$ cat src/rtl/led_mode_ctrl_pkg.sv
// Shared definitions for the LED mode controller: speed period constants,
// st output encodings, FSM state type and small lookup helpers.
package led_mode_ctrl_pkg;

   localparam int CH_W = 41;

   localparam logic [CH_W-1:0] SPEED_0 = 41'd25_000_000;
   localparam logic [CH_W-1:0] SPEED_1 = 41'd10_000_000;
   localparam logic [CH_W-1:0] SPEED_2 = 41'd4_000_000;
   localparam logic [CH_W-1:0] SPEED_3 = 41'd1_000_000;

   localparam logic [1:0] ST_HOLD  = 2'd0;
   localparam logic [1:0] ST_RUN   = 2'd1;
   localparam logic [1:0] ST_CLEAR = 2'd2;

   typedef enum logic [1:0] {
      S_IDLE  = 2'd0,
      S_RUN   = 2'd1,
      S_PAUSE = 2'd2,
      S_CLEAR = 2'd3
   } state_t;

   // Period constant for a speed index.
   function automatic logic [CH_W-1:0] speed_const(input logic [1:0] idx);
      case (idx)
         2'd0:    speed_const = SPEED_0;
         2'd1:    speed_const = SPEED_1;
         2'd2:    speed_const = SPEED_2;
         default: speed_const = SPEED_3;
      endcase
   endfunction

   // st encoding for an FSM state; IDLE and PAUSE both show as hold.
   function automatic logic [1:0] st_of(input state_t s);
      case (s)
         S_RUN:   st_of = ST_RUN;
         S_CLEAR: st_of = ST_CLEAR;
         default: st_of = ST_HOLD;
      endcase
   endfunction

endpackage

$ cat src/rtl/led_mode_ctrl_btn_debounce.sv
// btn_debounce: 2-FF synchronizer, counting debouncer and a registered
// one-cycle press pulse on each 0->1 change of the accepted level.
module btn_debounce #(
   parameter int DEBOUNCE_CYCLES = 1_000_000
) (
   input  logic clk,
   input  logic rst,
   input  logic btn,
   output logic press
);

   localparam int CNT_W = (DEBOUNCE_CYCLES > 1) ? $clog2(DEBOUNCE_CYCLES) : 1;

   logic             sync1;
   logic             sync2;
   logic [CNT_W-1:0] cnt;
   logic             level;
   logic             level_q;

   // Two-stage synchronizer for the asynchronous button.
   always_ff @(posedge clk) begin
      if (rst) begin
         sync1 <= 1'b0;
         sync2 <= 1'b0;
      end else begin
         sync1 <= btn;
         sync2 <= sync1;
      end
   end

   // Accept a new level after DEBOUNCE_CYCLES consecutive differing samples;
   // a sample equal to the accepted level restarts the count.
   always_ff @(posedge clk) begin
      if (rst) begin
         cnt   <= '0;
         level <= 1'b0;
      end else if (sync2 != level) begin
         if (cnt == CNT_W'(DEBOUNCE_CYCLES - 1)) begin
            cnt   <= '0;
            level <= sync2;
         end else begin
            cnt <= cnt + CNT_W'(1);
         end
      end else begin
         cnt <= '0;
      end
   end

   // Registered rising-edge detect of the accepted level.
   always_ff @(posedge clk) begin
      if (rst) begin
         level_q <= 1'b0;
         press   <= 1'b0;
      end else begin
         level_q <= level;
         press   <= level & ~level_q;
      end
   end

endmodule

$ cat src/rtl/led_mode_ctrl.sv
// led_mode_ctrl: button-driven IDLE/RUN/PAUSE/CLEAR controller with a
// four-step speed selector feeding the LED flasher period constant.
// Optional feature: define AUTO_CYCLE_EN to auto-advance speed while in RUN.
// Handshake: buttons are level inputs; each debouncer yields a single-cycle
// press pulse that is consumed the cycle it appears or dropped.
module led_mode_ctrl
   import led_mode_ctrl_pkg::*;
#(
   parameter int DEBOUNCE_CYCLES = 1_000_000,
   parameter int CLEAR_CYCLES    = 2,
   parameter int AUTO_PERIOD     = 250_000_000
) (
   input  logic            clk,
   input  logic            rst,
   input  logic            btn_start,
   input  logic            btn_stop,
   input  logic            btn_speed,
   input  logic            btn_clear,
   output logic [CH_W-1:0] counter_ch,
   output logic [1:0]      st,
   output logic [1:0]      speed_idx
);

   localparam int CLR_W = (CLEAR_CYCLES > 1) ? $clog2(CLEAR_CYCLES) : 1;

   logic start_p, stop_p, speed_p, clear_p;

   btn_debounce #(.DEBOUNCE_CYCLES(DEBOUNCE_CYCLES)) u_db_start (
      .clk(clk), .rst(rst), .btn(btn_start), .press(start_p));
   btn_debounce #(.DEBOUNCE_CYCLES(DEBOUNCE_CYCLES)) u_db_stop (
      .clk(clk), .rst(rst), .btn(btn_stop), .press(stop_p));
   btn_debounce #(.DEBOUNCE_CYCLES(DEBOUNCE_CYCLES)) u_db_speed (
      .clk(clk), .rst(rst), .btn(btn_speed), .press(speed_p));
   btn_debounce #(.DEBOUNCE_CYCLES(DEBOUNCE_CYCLES)) u_db_clear (
      .clk(clk), .rst(rst), .btn(btn_clear), .press(clear_p));

   state_t           state, next_state;
   logic [CLR_W-1:0] clr_cnt, next_clr_cnt;

   // State, clear counter and st registers; st tracks the state it enters.
   always_ff @(posedge clk) begin
      if (rst) begin
         state   <= S_IDLE;
         clr_cnt <= '0;
         st      <= ST_HOLD;
      end else begin
         state   <= next_state;
         clr_cnt <= next_clr_cnt;
         st      <= st_of(next_state);
      end
   end

   // Next-state logic: clear beats stop beats start; pulses not usable in
   // the current state are simply dropped.
   always_comb begin
      next_state   = state;
      next_clr_cnt = clr_cnt;
      if (clear_p) begin
         next_state   = S_CLEAR;
         next_clr_cnt = '0;
      end else begin
         case (state)
            S_IDLE:  if (start_p) next_state = S_RUN;
            S_RUN:   if (stop_p)  next_state = S_PAUSE;
            S_PAUSE: if (start_p) next_state = S_RUN;
            S_CLEAR: begin
               if (clr_cnt == CLR_W'(CLEAR_CYCLES - 1)) begin
                  next_state   = S_IDLE;
                  next_clr_cnt = '0;
               end else begin
                  next_clr_cnt = clr_cnt + CLR_W'(1);
               end
            end
            default: next_state = S_IDLE;
         endcase
      end
   end

   logic manual_step;
   logic speed_step;

   assign manual_step = speed_p && (state != S_CLEAR);

`ifdef AUTO_CYCLE_EN
   localparam int AUTO_W = (AUTO_PERIOD > 1) ? $clog2(AUTO_PERIOD) : 1;

   logic [AUTO_W-1:0] auto_cnt;
   logic              auto_tick;

   assign auto_tick  = (state == S_RUN) && (auto_cnt == AUTO_W'(AUTO_PERIOD - 1));
   assign speed_step = manual_step || auto_tick;

   // RUN-only auto-advance timer; holds in IDLE/PAUSE, clears in CLEAR and
   // whenever the user steps speed manually.
   always_ff @(posedge clk) begin
      if (rst || speed_p || state == S_CLEAR) begin
         auto_cnt <= '0;
      end else if (state == S_RUN) begin
         auto_cnt <= auto_tick ? '0 : auto_cnt + AUTO_W'(1);
      end
   end
`else
   assign speed_step = manual_step;
`endif

   // Speed index and its period constant; both survive CLEAR.
   always_ff @(posedge clk) begin
      if (rst) begin
         speed_idx  <= 2'd0;
         counter_ch <= SPEED_0;
      end else begin
         if (speed_step) speed_idx <= speed_idx + 2'd1;
         counter_ch <= speed_const(speed_idx);
      end
   end

endmodule

$ cat config.mk
export PLATFORM = sky130hd
export DESIGN_NAME = led_mode_ctrl
export DESIGN_NICKNAME = d
export VERILOG_FILES = /design/src/rtl/led_mode_ctrl_pkg.sv /design/src/rtl/led_mode_ctrl_btn_debounce.sv /design/src/rtl/led_mode_ctrl.sv
export SDC_FILE = /design/constraint.sdc
export NUM_CORES = 1
export LEC_CHECK = 0
export CAP_MARGIN = 20
export CELL_PAD_IN_SITES_DETAIL_PLACEMENT = 0
export CELL_PAD_IN_SITES_GLOBAL_PLACEMENT = 1
export CORE_MARGIN = 3
export CORE_UTILIZATION = 47
export DETAILED_ROUTE_END_ITERATION = 12
export PLACE_DENSITY_LB_ADDON = 0.1
export SKIP_CTS_REPAIR_TIMING = 1
export SLEW_MARGIN = 10
export SYNTH_ARGS = -nofsm -noshare
export SYNTH_HDL_FRONTEND = slang
export SYNTH_HIERARCHICAL = 1
export SYNTH_SLANG_ARGS = --single-unit
$ cat constraint.sdc
create_clock -name clk -period 3.39 [get_ports clk]
set_input_delay 0.678 -clock clk [delete_from_list [all_inputs] [get_ports clk]]
set_output_delay 0.678 -clock clk [all_outputs]
set_load 0.005 [all_outputs]
==> flow_summary_export.csv <==
group,metric,value,unit
status,status,"completed",
grt,grt_usage,15.8,%
timing,worst_hold_slack,378,ps
grt,grt_max_degree,38,
synthesis,synthCells,566,
grt,antenna_found_initial,0,
synthesis,ys_top_cells_by_area,"dfxtp_1 45%, xnor2_1 8.4%, nor2_1 6.0%, buf_4 4.9%, nand3_1 2.7%",
power,vdd_drop_max,443,µV
critical_path,arrival,1550,ps
synthesis,ys_seq_area_share,44.9,%
timing,fin_crit,2230,ps
timing,skew,6.55,ps
timing,final_max_slew_viol_count,0,
synthesis,syn-cell-area,5210,µm²
routing,ant_nets,0,
cts,cts_buffers,17,
worst_hold_path,min_path_type,"reg2reg",
critical_path,crit_type,"reg2out",
critical_path,crit_chain,"clkdlybuf4s50_1",
floorplan,core,10600,µm²
floorplan,fp.dieH,111,µm
timing,rsz0062_at_grt,"false",
synthesis,synthFlopType,"dfxtp_1",
cts,insertion_delay,520,ps
floorplan,fp.dieW,111,µm
finish,diodes,0,
synthesis,yosysUniqueCellTypes,41,
critical_path,cp_num_buf_inv,1,
power,swShare,18.1,%
timing,tns,0,ps
synthesis,syn_area_per_cell,9.21,µm²
routing,via_count,3772,
cts,cts-root-buf,"clkbuf_8",
critical_path,crit_family,"buffers and inverters",
critical_path,end_kind,"primary output",
routing,drt_first_pass_iters,4,
power,switchingPower,611,µW
critical_path,rr_endpoint,"u_db_start/cnt[13]",
synthesis,yosys.area.top_type_share,44.9,%
place,dp_hpwl,6160,µm
power,p_int,2770,µW
critical_path,rrSetupSlack,1260,ps
routing,drt-total-wl,9280,µm
synthesis,ys_seq_elements,117,
synthesis,synthTopCellsByCount,"117 x dfxtp_1, 83 x nor2_1, 50 x xnor2_1",
timing,period_share,65.7,%
power,p_comb_share,1.1,%
job,max_cap_violations,0,
place,gp_congestion,0.796,
floorplan,start_util,49.4,%
finish,n_fill_cell,916,
routing,vias_per_cell,5.06,
critical_path,crit_start,"speed_idx[0]",
power,total_power,3380,µW
cts,clk_pin_slew,50,ps
power,p_seq_share,41.0,%
grt,grt_pass1_wl,15900,µm
finish,multi_input_area,2560,µm²
synthesis,synth-edff-count,0,
critical_path,reg2reg_depth,5,
critical_path,crit_path_end,"speed_idx[0]",
place,port_buffers,27,
cts,cts.sinks,117,
timing,slew-limit-headroom,47.9,%
synthesis,synth_top_cell_by_area,"dfxtp_1",
cts,htreeDepth,4,
floorplan,rows,37,
timing,finalSetupViolCount,0,
critical_path,crit_cells,1,
critical_path,cpMaxStageDelayCell,"clkdlybuf4s50_1",
routing,drc_errors,0,
critical_path,r2r-start,"u_db_start/cnt[0]",
critical_path,cp.required,2710,ps
finish,area_growth,17.2,%
cts,cts_tree,"built",
finish,final_core_util,57.9,%
critical_path,cp-start-kind,"register",
synthesis,yosysMostFrequentCell,"dfxtp_1",
grt,grt_pass1_vias,3458,
routing,wl_per_cell,12.4,µm
power,powerDensity,554,nW/µm²
floorplan,die_area,12400,µm²
floorplan,ios,51,
critical_path,max_stage_delay,580,ps
power,clkPwrFrac,57.9,%
cts,clockBufferDepth,2,
synthesis,async_reset_ff_share,0,%
critical_path,critPathMaxFanout,6,
grt,overflow,0,
timing,fmax,449,MHz
synthesis,yosys_warnings,6,
timing,hold_viol_final,0,
finish,layout.nets,613,
routing,initialDrtViolationCount,170,
finish,drive_gt1_share,9.02,%
timing,tightestPinTransition,781,ps
power,p_leak,0.00196,µW
finish,regArea,2340,µm²
-- worst reg2reg max path, stage by stage (launching register included) --
cell     delay, ps
dfxtp_1        380
ha_1           280
nand4_4        160
or2_1          320
o31ai_4        730
nor2_1         120
-- metrics by stage --
stage	area (µm²)	worst slack, ps	instances
2_1_floorplan	5290	1510	587
3_3_place_gp	5460	1250	714
3_5_place_dp	5460	1240	714
4_1_cts	6110	1120	746
5_1_grt	6110	1060	746
6_report	6110	1160	746
-- cell type report --
class	count	share of cell area, %
tap	136	2.79
clock buffer	22	7.41
inverter	27	1.66
clock inverter	10	3.28
multi-input combinational	406	42.0
sequential	117	38.3
timing repair buffer	28	4.55
-- cell usage in the layout, fill, tap and decap left out, types with 2 or more instances in the layout --
cell type          n
nand2b_1           9
bufinv_16          6
mux2i_1            8
or3b_2             3
nor4b_1            8
nand4_1           16
or3_1              7
conb_1            23
clkbuf_8           3
clkinv_2           4
o21ai_0           11
nand2_1           25
clkbuf_1           3
o21ai_4            3
nor2_1            83
dfxtp_1          117
o31ai_1            5
or2_2              4
a21oi_1           15
nor3b_2            2
or4_4              3
xnor2_1           50
inv_1             27
nand4_4            2
o21a_1             2
nand4_2            3
clkbuf_16         16
nand3_1           28
nor4_1            20
xor2_1            12
nor3_1            21
nor2b_1           13
or4_1             11
clkdlybuf4s50_1   27
ha_1              10
-- flip-flops by register name, summed over array words and instances, names as in the netlist, 2 cells and up --
name            cells
u_db_stop/cnt      20
st                  2
u_db_clear/cnt     20
speed_idx           2
u_db_start/cnt     20
counter_ch         10
state               2
u_db_speed/cnt     20
-- worst min-delay path by stage --
stage                       startpoint          endpoint  cells past startpoint
floorplan           u_db_start/level_q  u_db_start/press                      1
global placement    u_db_speed/level_q  u_db_speed/press                      1
detailed placement  u_db_speed/level_q  u_db_speed/press                      1
CTS                 u_db_start/level_q  u_db_start/press                      1
global route        u_db_speed/level_q  u_db_speed/press                      1
finish              u_db_speed/level_q  u_db_speed/press                      1
-- per-layer routing --
| metal | routed length (µm) | GRT usage [%] | up-vias |
|---|---|---|---|
| met5 | 0 | 0 | - |
| met3 | 327 | 6.06 | 11 |
| met1 | 4310 | 18.9 | 1752 |
| li1 | - | - | 1960 |
| met2 | 4520 | 25.8 | 49 |
| met4 | 126 | 6.33 | 0 |
-- power groups by stage --
| stage | Sequential, µW | Combinational [µW] | Clock (µW) |
|---|---|---|---|
| 2_1_floorplan | 1410 | 43.7 | 0 |
| 3_3_place_gp | 1410 | 37.4 | 0 |
| 3_5_place_dp | 1410 | 37.6 | 0 |
| 4_1_cts | 1390 | 37.7 | 2010 |
| 5_1_grt | 1390 | 42.6 | 2080 |
| 6_report | 1390 | 37.6 | 1960 |
-- kinds of logic after synthesis --
group                    share of synthesized area (%)
XOR/XNOR                                          10.4
buffers and inverters                             7.37
adder cells (fa/ha/maj)                           2.40
AND/OR/NAND/NOR                                   27.4
flip-flops                                        44.9
AO/OA/AOI/OAI                                     5.76
other                                            0.144
multiplexers                                      1.54
(Power assumes the default switching activity.)
==> edit 1: new RTL, config.mk and constraints unchanged <==
Put one more register stage on the output `counter_ch`, cleared by the reset. The value now appears one clock later. The other outputs are not delayed to match.
--- a/src/rtl/led_mode_ctrl.sv
+++ b/src/rtl/led_mode_ctrl.sv
@@ -22,6 +22,8 @@
 );
 
    localparam int CLR_W = (CLEAR_CYCLES > 1) ? $clog2(CLEAR_CYCLES) : 1;
+
+   logic [CH_W-1:0] counter_ch_s0;
 
    logic start_p, stop_p, speed_p, clear_p;
 
@@ -107,10 +109,18 @@
    always_ff @(posedge clk) begin
       if (rst) begin
          speed_idx  <= 2'd0;
-         counter_ch <= SPEED_0;
+         counter_ch_s0 <= SPEED_0;
       end else begin
          if (speed_step) speed_idx <= speed_idx + 2'd1;
-         counter_ch <= speed_const(speed_idx);
+         counter_ch_s0 <= speed_const(speed_idx);
+      end
+   end
+
+   always_ff @(posedge clk) begin
+      if (rst) begin
+         counter_ch <= '0;
+      end else begin
+         counter_ch <= counter_ch_s0;
       end
    end
 
Check against the original RTL: not equivalent (Yosys sat finds a counterexample within 4 cycles, from zero or initial values and one cycle with rst high).
==> edit 1 against the original RTL <==
- design area is 3.7% higher
- sequential share of layout area is 2.1 points higher
- clock skew is 0.0060 ns higher
- setup slack better by 0.078 ns
- synthesized area is 5.1% higher
- die area is 4.8% higher
- routed wire length is 1.6% lower
- total power is 0.46% lower
- sequential cell count is 11 higher
- synthesized cell count is 3.9% higher
- via count is 2.9% higher
- register-to-register slack worse by 0.02 ns
- largest power group unchanged
==> edit 1: results (changes against the original RTL) <==
yosys:
  yosys_warnings: 6  # unchanged
  synth_area_leaders: "dfxtp_1 (47%), xnor2_1 (8.0%), nor2_1 (5.8%), buf_4 (4.5%), nor2b_1 (2.6%)"  # was dfxtp_1 (45%), xnor2_1 (8.4%), nor2_1 (6.0%), buf_4 (4.9%), nand3_1 (2.7%)
  seq_area_frac_synth: 0.468  # was 0.449
  synth_cell_types: 40  # was 41
  synthArstFlopShare: 0  # unchanged
  synth_common_cells: "dfxtp_1 (128), nor2_1 (85), xnor2_1 (50), buf_4 (33), nand3_1 (28)"  # was dfxtp_1 (117), nor2_1 (83), xnor2_1 (50), buf_4 (34), nand3_1 (28)
cells_and_area:
  fillerInstances: 1002  # was 916
  num-nets-final: 636  # was 613
  drive_gt1_frac: 0.0900  # was 0.0902
  diodes: 0  # unchanged
detailed_routing:
  first_pass_iters: 5  # was 4
  viasPerCell: 5.02  # was 5.06
  drt_iter0_markers: 216  # was 170
  finalWirelength_microns: 9130  # was 9280 microns
global_routing:
  grt_start_max_net_pins: 40  # was 38
  grt_first_pass_wirelength_microns: 15900  # unchanged
  grt_use_total: 0.151  # was 0.158
  antenna_found_initial: 0  # unchanged
  use_met3: 0.0557  # was 0.0606
  grt_pass1_vias: 3543  # was 3,458
  grtUsageMet2: 0.236  # was 0.258
  grt_use_met1: 0.193  # was 0.189
cts:
  cts-root-buf: "clkbuf_16"  # was clkbuf_8
  clk_latency_ns: 0.40  # was 0.52 ns
  cts_inserted_buffers: 17  # unchanged
  clk_pin_slew_worst_paths_ns: 0.06
  clock_path_buffers: 2  # unchanged
  htree_levels: 4  # unchanged
setup_path:
  cp_slowest_stage_delay_ns: 0.72  # was 0.58 ns
  crit_fanout: 19  # was 6
  crit_arrival_ns: 2.41  # was 1.55 ns
  crit_slowest_cell: "o31ai_4"  # was clkdlybuf4s50_1
  reg2reg_depth: 5  # unchanged
sta:
  tightest_slew_ns: 0.769  # was 0.781 ns
  skew_ns: 0.0126  # was 0.00655 ns
run_status:
  outcome: "completed"  # unchanged
flow_run:
  max-cap-violations: 0  # unchanged
power_and_ir_drop:
  p_int_uw: 2680  # was 2770 uW
  ir_drop_mv: 0.385  # was 0.443 mV
  leakage_uw: 0.00204  # was 0.00196 uW
min_path:
  min_path_type: "flop to flop"  # unchanged
  hold_depth: 1  # unchanged
placed_design:
  dp_slack_ns: 1.21  # was 1.24 ns
  hpwl_microns: 6200  # was 6160 microns
  gp_congestion: 0.749  # was 0.796
  port_buffers: 28  # was 27
edit 1: changes by cell type in the layout (fill, tap and decap cells not counted), sizes merged, moves of 3 or more:
cell / unedited run / this run
bufinv: 6 / 2
dfxtp: 117 / 128
nor2b: 13 / 23
clkinvlp: 0 / 3
edit 1: cell type report:
| cell class | instances | share of cell area |
|---|---|---|
| clock buffer | 20 | 0.0737 |
| sequential | 128 | 0.405 |
| inverter | 27 | 0.0160 |
| timing repair buffer | 29 | 0.0446 |
| clock inverter | 12 | 0.0209 |
| multi-input combinational | 417 | 0.412 |
| tap | 140 | 0.0277 |
edit 1: power groups by stage:
stage	clock, uW	sequential [uW]	combinational (uW)
4_1_cts	1840	1520	56.7
3_5_place_dp	0	1550	56.6
3_3_place_gp	0	1550	56.5
5_1_grt	1910	1520	63.1
2_1_floorplan	0	1550	50.6
6_report	1790	1520	56.0
edit 1: critical path: cells and delay by family (launching register included):
family          cells  cell delay (ns)
compound gates      1             0.72
simple gates        3             0.61
flops               1             0.39
fa+ha+maj           1             0.28
edit 1: final timing paths:
| kind | startpoint | end | slack (ns) |
|---|---|---|---|
| max | u_db_start/cnt[0]$_SDFF_PP0_ | u_db_start/cnt[4]$_SDFF_PP0_ | 1.24 |
| min | u_db_speed/level_q$_SDFF_PP0_ | u_db_speed/press$_SDFF_PP0_ | 0.38 |
| max reg2reg | u_db_start/cnt[0]$_SDFF_PP0_ | u_db_start/cnt[4]$_SDFF_PP0_ | 1.24 |
| min reg2reg | u_db_speed/level_q$_SDFF_PP0_ | u_db_speed/press$_SDFF_PP0_ | 0.38 |
edit 1: cell families after synthesis:
group | Yosys count | share of synthesized area
simple gates | 274 | 0.274
flops | 128 | 0.468
buf+inv | 64 | 0.0697
xor+xnor | 62 | 0.0991
compound gates | 41 | 0.0516
fa+ha+maj | 10 | 0.0228
mux | 8 | 0.0146
other cells | 1 | 0.000685
edit 1: metal layers:
| metal | vias up | share of wire |
|---|---|---|
| li1 | 2032 | - |
| met1 | 1782 | 0.50 |
| met2 | 65 | 0.46 |
| met3 | 4 | 0.039 |
| met4 | 0 | 0.0065 |
| met5 | - | 0 |
edit 1: metrics by stage:
stage / std cells / util / area (sq um)
global route: 773 / 0.569 / 6330
detailed placement: 741 / 0.515 / 5730
floorplan: 609 / - / 5560
finish: 773 / 0.569 / 6330
global placement: 741 / 0.515 / 5730
CTS: 773 / 0.569 / 6330
==> edit 2: new RTL, config.mk and constraints unchanged <==
Made on the original files. `DEBOUNCE_CYCLES` is set to 1_000_000 in 2 places; all go to 2_000_000.
--- a/src/rtl/led_mode_ctrl_btn_debounce.sv
+++ b/src/rtl/led_mode_ctrl_btn_debounce.sv
@@ -1,7 +1,7 @@
 // btn_debounce: 2-FF synchronizer, counting debouncer and a registered
 // one-cycle press pulse on each 0->1 change of the accepted level.
 module btn_debounce #(
-   parameter int DEBOUNCE_CYCLES = 1_000_000
+   parameter int DEBOUNCE_CYCLES = 2_000_000
 ) (
    input  logic clk,
    input  logic rst,
--- a/src/rtl/led_mode_ctrl.sv
+++ b/src/rtl/led_mode_ctrl.sv
@@ -6,7 +6,7 @@
 module led_mode_ctrl
    import led_mode_ctrl_pkg::*;
 #(
-   parameter int DEBOUNCE_CYCLES = 1_000_000,
+   parameter int DEBOUNCE_CYCLES = 2_000_000,
    parameter int CLEAR_CYCLES    = 2,
    parameter int AUTO_PERIOD     = 250_000_000
 ) (
Behaviour: no difference found for any inputs over 10 cycles, from zero or initial values and one cycle with rst high; that may be too few to reach the edited logic, so the function may still have changed.
==> edit 2 against the original RTL <==
- cell count grew 3.4%
- global-route usage grew 0.28 points
- routed wire length grew 3.2%
- design area grew 1.4%
- utilization shrank 1.5 points
- setup slack lost 0.064 ns
- total power shrank 3.5%
- synthesized area grew 2.4%
- sequential cell count grew 4
- hold slack gained 0.0022 ns
- critical path depth grew 5
==> edit 2: results (changes against the original RTL) <==
cells_and_area:
  stdcell_area_sq_um: 6190  # was 6110 sq um
  num-nets-final: 635  # was 613
  drive_gt1_frac: 0.0824  # was 0.0902
  clock_area_frac: 0.0949  # was 0.107
  regArea_sq_um: 2420  # was 2340 sq um
  comb.multi_input.count: 419  # was 406
power_and_ir_drop:
  p_per_area_nw_per_um2: 527  # was 554 nW/um^2
  ir_drop_mv: 0.438  # was 0.443 mV
  leakage_uw: 0.00202  # was 0.00196 uW
run_status:
  outcome: "completed"  # unchanged
sta:
  skew_ns: 0.00641  # was 0.00655 ns
  fin_crit_sh: 0.676  # was 0.657
setup_path:
  crit_fanout: 13  # was 6
  crit_arrival_ns: 2.59  # was 1.55 ns
  reg2reg_depth: 6  # was 5
detailed_routing:
  finalWirelength_microns: 9580  # was 9280 microns
cts:
  cts.sinks: 121  # was 117
  clk_latency_ns: 0.41  # was 0.52 ns
yosys:
  synth_cell_types: 42  # was 41
  synth_area_leaders: "dfxtp_1 (45%), xnor2_1 (6.2%), nor2_1 (4.4%), buf_4 (4.4%), a21oi_1 (2.9%)"  # was dfxtp_1 (45%), xnor2_1 (8.4%), nor2_1 (6.0%), buf_4 (4.9%), nand3_1 (2.7%)
  seq_area_frac_synth: 0.454  # was 0.449
  synth_common_cells: "dfxtp_1 (121), nor2_1 (63), xnor2_1 (38)"  # was dfxtp_1 (117), nor2_1 (83), xnor2_1 (50), buf_4 (34), nand3_1 (28)
  syn_avg_cell_area_sq_um: 9.03  # was 9.21 sq um
  netlist_area_sq_um: 5340  # was 5210 sq um
global_routing:
  grt_start_max_net_pins: 22  # was 38
  grt_use_total: 0.161  # was 0.158
  grt_pass1_vias: 3720  # was 3,458
placed_design:
  dp_slack_ns: 0.937  # was 1.24 ns
  dp_cells: 740  # was 714
  gp_congestion: 0.739  # was 0.796
[edit 2: layer usage]
layer,vias up,share of wire,global-route usage
li1,2053,-,-
met1,1868,0.49,0.204
met2,95,0.44,0.243
met3,14,0.056,0.0652
met4,0,0.015,0.0673
met5,-,0,0
[edit 2: worst max-delay path: stages (launching register included)]
cell and delay (ns):
dfxtp_1 0.38, ha_1 0.22, and4_1 0.33, nand2_1 0.12, o21ai_1 0.76, buf_4 0.31
nor2_1 0.06
[edit 2: cell families (layout without fill, tap and decap cells)]
family | after synthesis | after routing | synth area share
compound gates | 77 | 77 | 0.0828
xor+xnor | 53 | 53 | 0.0870
fa+ha+maj | 10 | 10 | 0.0234
buf+inv | 72 | 91 | 0.0750
flops | 121 | 121 | 0.454
mux | 2 | 2 | 0.00375
other cells | 2 | 23 | 0.00141
simple gates | 254 | 254 | 0.273
[edit 2: worst min-delay path by stage]
stage / start / to / slack [ns] / cells past startpoint
after global placement: u_db_clear/level_q$_SDFF_PP0_ / u_db_clear/press$_SDFF_PP0_ / 0.37 / 1
after CTS: u_db_clear/level_q$_SDFF_PP0_ / u_db_clear/press$_SDFF_PP0_ / 0.38 / 1
after detailed placement: u_db_stop/level_q$_SDFF_PP0_ / u_db_stop/press$_SDFF_PP0_ / 0.38 / 1
final: u_db_clear/level_q$_SDFF_PP0_ / u_db_clear/press$_SDFF_PP0_ / 0.38 / 1
after floorplan: u_db_clear/level_q$_SDFF_PP0_ / u_db_clear/press$_SDFF_PP0_ / 0.37 / 1
after global routing: u_db_clear/level_q$_SDFF_PP0_ / u_db_clear/press$_SDFF_PP0_ / 0.39 / 1
